`config.mk`:
```
export PLATFORM = sky130hd
export DESIGN_NAME = alu_bist
export DESIGN_NICKNAME = d
export VERILOG_FILES = /design/src/rtl/alu_bist.sv
export SDC_FILE = /design/constraint.sdc
export NUM_CORES = 1
export LEC_CHECK = 0
export CAP_MARGIN = 5
export CORE_MARGIN = 10
export CORE_UTILIZATION = 40
export DETAILED_ROUTE_END_ITERATION = 10
export PLACE_DENSITY = 0.65
export SETUP_SLACK_MARGIN = 0.5
export SKIP_CTS_REPAIR_TIMING = 1
export SLEW_MARGIN = 20
export SYNTH_ARGS = -nofsm -noshare
export SYNTH_HDL_FRONTEND = slang
export SYNTH_SLANG_ARGS = --single-unit
```
`constraint.sdc`:
```
create_clock -name clk -period 9.7 [get_ports clk]
set_clock_uncertainty 0.05 [all_clocks]
set_input_delay 0.97 -clock clk [delete_from_list [all_inputs] [get_ports clk]]
set_output_delay 0.97 -clock clk [all_outputs]
set_load 0.1 [all_outputs]
```
`src/rtl/alu_bist.sv`:
```
// Built-in self-test engine for the Alu_riscv datapath: walks 14 opcodes x NUM_VECTORS
// operand vectors through the ALU and compares result/flag against an internal golden model.
module alu_bist #(
  parameter int          NUM_VECTORS   = 8,
  parameter int          SETTLE_CYCLES = 1,
  parameter logic [31:0] LFSR_SEED     = 32'hACE1_2468
) (
  input  logic        clk,
  input  logic        rst,
  input  logic        start_i,
  output logic [31:0] alu_a_o,
  output logic [31:0] alu_b_o,
  output logic [4:0]  alu_op_o,
  input  logic [31:0] alu_result_i,
  input  logic        alu_flag_i,
  output logic        busy_o,
  output logic        done_o,
  output logic        pass_o,
  output logic [7:0]  err_count_o,
  output logic [4:0]  fail_op_o,
  output logic [7:0]  fail_vec_o
);

  typedef enum logic [1:0] {
    S_IDLE  = 2'd0,
    S_DRIVE = 2'd1,
    S_CHECK = 2'd2,
    S_DONE  = 2'd3
  } state_t;

  localparam logic [31:0] LFSR_TAPS = 32'h8020_0003;
  localparam logic [4:0]  LAST_OP   = 5'd13;
  localparam logic [7:0]  LAST_IDX  = 8'(NUM_VECTORS - 1);
  localparam int          CW        = (SETTLE_CYCLES > 1) ? $clog2(SETTLE_CYCLES) : 1;
  localparam logic [CW-1:0] LAST_CNT = CW'(SETTLE_CYCLES - 1);

  state_t        state_q;
  logic [31:0]   lfsr_q;
  logic [7:0]    idx_q;
  logic [CW-1:0] cnt_q;
  logic [31:0]   alu_a_q;
  logic [31:0]   alu_b_q;
  logic [4:0]    alu_op_q;
  logic          busy_q;
  logic          done_q;
  logic          pass_q;
  logic [7:0]    err_q;
  logic [4:0]    fail_op_q;
  logic [7:0]    fail_vec_q;

  function automatic logic [31:0] lfsr_step(input logic [31:0] s);
    return s[0] ? ((s >> 1) ^ LFSR_TAPS) : (s >> 1);
  endfunction

  function automatic logic [31:0] vec_a(input logic [7:0] idx, input logic [31:0] lfsr);
    case (idx)
      8'd0:    return 32'h0000_0000;
      8'd1:    return 32'hFFFF_FFFF;
      8'd2:    return 32'h8000_0000;
      default: return lfsr;
    endcase
  endfunction

  function automatic logic [31:0] vec_b(input logic [7:0] idx, input logic [31:0] lfsr);
    case (idx)
      8'd0:    return 32'h0000_0000;
      8'd1:    return 32'h0000_0001;
      8'd2:    return 32'h7FFF_FFFF;
      8'd3:    return lfsr;
      default: return lfsr_step(lfsr);
    endcase
  endfunction

  // Returns {flag, result}; comparison ops mirror the flag into result[0].
  function automatic logic [32:0] golden(input logic [4:0] op, input logic [31:0] a,
                                         input logic [31:0] b);
    logic [31:0] r;
    logic        f;
    logic [4:0]  sh;
    r  = 32'h0;
    f  = 1'b0;
    sh = b[4:0];
    case (op)
      5'd0:  r = a + b;
      5'd1:  r = a - b;
      5'd2:  r = a ^ b;
      5'd3:  r = a | b;
      5'd4:  r = a & b;
      5'd5:  r = $signed(a) >>> sh;
      5'd6:  r = a >> sh;
      5'd7:  r = a << sh;
      5'd8:  f = $signed(a) < $signed(b);
      5'd9:  f = a < b;
      5'd10: f = $signed(a) >= $signed(b);
      5'd11: f = a >= b;
      5'd12: f = a == b;
      5'd13: f = a != b;
      default: f = 1'b0;
    endcase
    if (op >= 5'd8) r = {31'b0, f};
    return {f, r};
  endfunction

  logic [32:0] exp_d;
  logic        mismatch_d;
  logic [31:0] lfsr_d;
  logic [7:0]  idx_d;
  logic [4:0]  op_d;
  logic        last_idx_d;

  always_comb begin
    exp_d      = golden(alu_op_q, alu_a_q, alu_b_q);
    mismatch_d = (alu_result_i != exp_d[31:0]) || (alu_flag_i != exp_d[32]);
    lfsr_d     = (idx_q >= 8'd3) ? lfsr_step(lfsr_step(lfsr_q)) : lfsr_q;
    last_idx_d = (idx_q == LAST_IDX);
    idx_d      = last_idx_d ? 8'd0 : idx_q + 8'd1;
    op_d       = last_idx_d ? alu_op_q + 5'd1 : alu_op_q;
  end

  always_ff @(posedge clk) begin
    if (rst) begin
      state_q    <= S_IDLE;
      lfsr_q     <= LFSR_SEED;
      idx_q      <= 8'd0;
      cnt_q      <= '0;
      alu_a_q    <= 32'h0;
      alu_b_q    <= 32'h0;
      alu_op_q   <= 5'd0;
      busy_q     <= 1'b0;
      done_q     <= 1'b0;
      pass_q     <= 1'b0;
      err_q      <= 8'd0;
      fail_op_q  <= 5'd0;
      fail_vec_q <= 8'd0;
    end else begin
      case (state_q)
        S_IDLE: begin
          if (start_i) begin
            lfsr_q     <= LFSR_SEED;
            idx_q      <= 8'd0;
            cnt_q      <= '0;
            alu_a_q    <= 32'h0;
            alu_b_q    <= 32'h0;
            alu_op_q   <= 5'd0;
            busy_q     <= 1'b1;
            done_q     <= 1'b0;
            pass_q     <= 1'b0;
            err_q      <= 8'd0;
            fail_op_q  <= 5'd0;
            fail_vec_q <= 8'd0;
            state_q    <= S_DRIVE;
          end
        end
        S_DRIVE: begin
          if (cnt_q == LAST_CNT) state_q <= S_CHECK;
          else                   cnt_q   <= cnt_q + CW'(1);
        end
        S_CHECK: begin
          if (mismatch_d) begin
            if (err_q != 8'hFF) err_q <= err_q + 8'd1;
            // Zero errors so far means this is the first mismatch of the run.
            if (err_q == 8'd0) begin
              fail_op_q  <= alu_op_q;
              fail_vec_q <= idx_q;
            end
          end
          lfsr_q <= lfsr_d;
          cnt_q  <= '0;
          if (last_idx_d && alu_op_q == LAST_OP) begin
            state_q <= S_DONE;
          end else begin
            idx_q    <= idx_d;
            alu_op_q <= op_d;
            alu_a_q  <= vec_a(idx_d, lfsr_d);
            alu_b_q  <= vec_b(idx_d, lfsr_d);
            state_q  <= S_DRIVE;
          end
        end
        S_DONE: begin
          busy_q  <= 1'b0;
          done_q  <= 1'b1;
          pass_q  <= (err_q == 8'd0);
          state_q <= S_IDLE;
        end
        default: state_q <= S_IDLE;
      endcase
    end
  end

  assign alu_a_o     = alu_a_q;
  assign alu_b_o     = alu_b_q;
  assign alu_op_o    = alu_op_q;
  assign busy_o      = busy_q;
  assign done_o      = done_q;
  assign pass_o      = pass_q;
  assign err_count_o = err_q;
  assign fail_op_o   = fail_op_q;
  assign fail_vec_o  = fail_vec_q;

endmodule

```
==> impl_metrics.yaml <==
run_status:
  status: "complete, no violations"
route:
  met3WireLength_um: 9918
  drt-pass1-iter-count: 6
  via_count: 19270
  wl_met1_um: 34190
  route.detailed.drc: 0
  dr.max_layer_used: "met5"
  final_antenna_net_count: 0
  wl_per_cell_um: 30.63
  drtIter0Drc: 2763
  via_per_inst: 6.885
  wl_um: 85740
  wl_met2_um: 35990
grt:
  overflow: 0
  grt_pass1_vias: 18090
  grt_max_degree: 74
  track_usage_pct: 32.55
  grt_antenna_before_repair: 3
  grt_pass1_wl_um: 124200
die:
  ioPinCount: 129
  start_util_pct: 40.54
  std_cell_rows: 74
  die_x_um: 223.7
  die_h_um: 223.7
  dieArea_mm2: 0.05002
  core_mm2: 0.04092
pwr:
  clockPowerShare_pct: 36.0
  ir_worst_vdd_mv: 0.1373
  power_switching_w: 0.0006737
  p_leak_nw: 6.649
  p_sw_share_pct: 37.69
  power_frac_comb_pct: 30.9
  cellPowerDensity_mw_per_mm2: 94.93
  pwr-share-seq_pct: 33.1
  p_int_w: 0.001114
layout:
  syn2layout_area_growth_pct: 13.49
  fill_cells: 4136
  fin_nets: 2399
  utilization_pct: 46.01
  drive_gt1_share_pct: 10.11
  final_cell_mix: "212 x nor2_1, 204 x a21oi_1, 177 x nand2_1"
  final_common_cell: "nor2_1"
  fin_area_mm2: 0.01883
placed_design:
  pre_cts_ws_ns: 3.075
  gp_congestion: 1.094
  dp_hpwl_um: 64830
  placed_area_mm2: 0.01823
  port_buffers: 128
timing:
  max_slew.worst_pin.slew_ns: 1.148
  finalSetupViolations: 0
  fmax_mhz: 145.9
  fin_crit_ns: 6.855
  hold_slack_ns: 0.4208
  rsz0062_at_grt: "no"
  min_period_over_period_pct: 70.67
  fin_setup_tns_ns: 0
  slew_violations: 0
  hold_viol: 0
  slew_headroom_pct: 22.67
  worst_slack_ns: 2.845
worst_setup_path:
  arrival_ns: 7.16
  cp.required_ns: 10.01
  cp-end-kind: "register"
  crit_type: "reg2reg"
  cp-start-kind: "register"
  path_max_fanout: 47
logic_synthesis:
  synth_area_mm2: 0.01659
  synth_cells: 2236
  yosysUniqueCellTypes: 94
  synth_edf_count: 0
  ys_seq_elements: 135
  ys.flop_type: "dfxtp_1"
  ys_warn_count: 0
  syn_nets: 2382
  async_flop_share_pct: 0
  synth.avg_cell_area_um2: 7.420
  ys_seq_area_share_pct: 16.29
cts:
  cts.sinks: 135
  numCtsBuffers: 17
  cts_tree: "done"
  clock_path_buffers: 2
  clock_latency_ns: 0.44
  path_clk_slew_ns: 0.06
  cts_root_buf: "clkbuf_16"
  htree_levels: 4
worst_hold_path:
  holdCritPathClass: "reg2reg"
run:
  cap_violations: 0
-- power by group through the flow --
stage	sequential (W)	combinational (W)	clock (W)
floorplan	0.000645	0.000310	0
global placement	0.000601	0.000535	0
detailed placement	0.000602	0.000532	0
CTS	0.000590	0.000534	0.000655
global route	0.000592	0.000579	0.000677
finish	0.000591	0.000553	0.000644
-- registers in the layout, indices dropped and copies added (netlist names) --
register     cells
fail_op_o        5
busy_o           1
alu_a_o         32
lfsr_q          32
pass_o           1
done_o           1
state_q          2
err_count_o      8
alu_b_o         32
alu_op_o         5
fail_vec_o       8
idx_q            8
-- per-layer routing --
metal / global-route usage [%] / vias up
li1: - / 8401
met1: 41.18 / 9293
met2: 48.04 / 1298
met3: 9.858 / 275
met4: 19.01 / 4
met5: 0 / -
-- metrics by stage --
| step | instances | power, W |
|---|---|---|
| final | 2799 | 0.001787 |
| after detailed placement | 2766 | 0.001135 |
| after floorplan | 2236 | 0.0009541 |
| after global placement | 2766 | 0.001136 |
| after CTS | 2798 | 0.001779 |
| after global routing | 2798 | 0.001848 |
-- cells in the mapped netlist, types with 24 or more instances --
| master | n | area share (%) |
|---|---|---|
| nand4_1 | 28 | 1.1 |
| a221oi_1 | 27 | 1.4 |
| a31oi_1 | 28 | 1.1 |
| nand2b_1 | 29 | 1.1 |
| ha_1 | 108 | 8.1 |
| nand2_1 | 178 | 4.0 |
| inv_1 | 109 | 2.5 |
| nand3_1 | 74 | 2.2 |
| clkbuf_1 | 131 | 3.0 |
| buf_1 | 24 | 0.54 |
| a22oi_1 | 46 | 2.1 |
| mux4_2 | 44 | 6.0 |
| xnor2_1 | 41 | 2.2 |
| dfxtp_1 | 135 | 16 |
| a211oi_1 | 30 | 1.4 |
| o211ai_1 | 46 | 2.1 |
| mux2i_1 | 66 | 4.0 |
| nor4_1 | 24 | 0.90 |
| nor3_1 | 49 | 1.5 |
| o21ai_0 | 138 | 4.2 |
| mux2_2 | 58 | 3.9 |
| o221ai_1 | 24 | 1.3 |
| nor2_1 | 213 | 4.8 |
| a21oi_1 | 205 | 6.2 |
-- worst paths after layout --
| check | cells past startpoint | start | endpoint | slack [ns] |
|---|---|---|---|---|
| min | 2 | pass_o | pass_o | 0.42 |
| min reg2reg | 2 | pass_o | pass_o | 0.42 |
| max | 16 | alu_b_o[0] | fail_vec_o[7] | 2.84 |
| max reg2reg | 16 | alu_b_o[0] | fail_vec_o[7] | 2.84 |
-- cells by family after synthesis --
logic type               Yosys count  synth area share [%]
flip-flops                       135                 16.29
AO/OA/AOI/OAI                    745                 29.82
AND/OR/NAND/NOR                  716                 20.85
buffers and inverters            297                 7.217
multiplexers                     170                 14.11
adder cells (fa/ha/maj)          110                 8.386
XOR/XNOR                          63                 3.326
-- cell type report --
class	count	area (um^2)	area share, %
sequential	135	2711	14.40
clock inverter	13	132.6	0.7044
timing repair buffer	184	1699	9.024
tap	532	665.6	3.535
inverter	111	416.7	2.213
clock buffer	19	452.9	2.405
antenna	1	2.502	0.01329
multi-input combinational	1804	12750	67.71
-- worst max-delay path, stage by stage, from the launching register on --
cell	delay [ns]
dfxtp_4	0.67
buf_4	0.64
inv_1	0.15
buf_4	0.29
ha_1	0.25
mux2i_2	0.45
a21oi_1	0.18
and2_1	0.25
a2111oi_0	0.92
o21ai_0	0.16
a221oi_1	0.40
xor2_1	0.19
nand3_1	0.09
nor4_1	0.27
nand4_1	0.77
o211ai_2	0.73
mux2i_1	0.27
(Power assumes the default switching activity.)
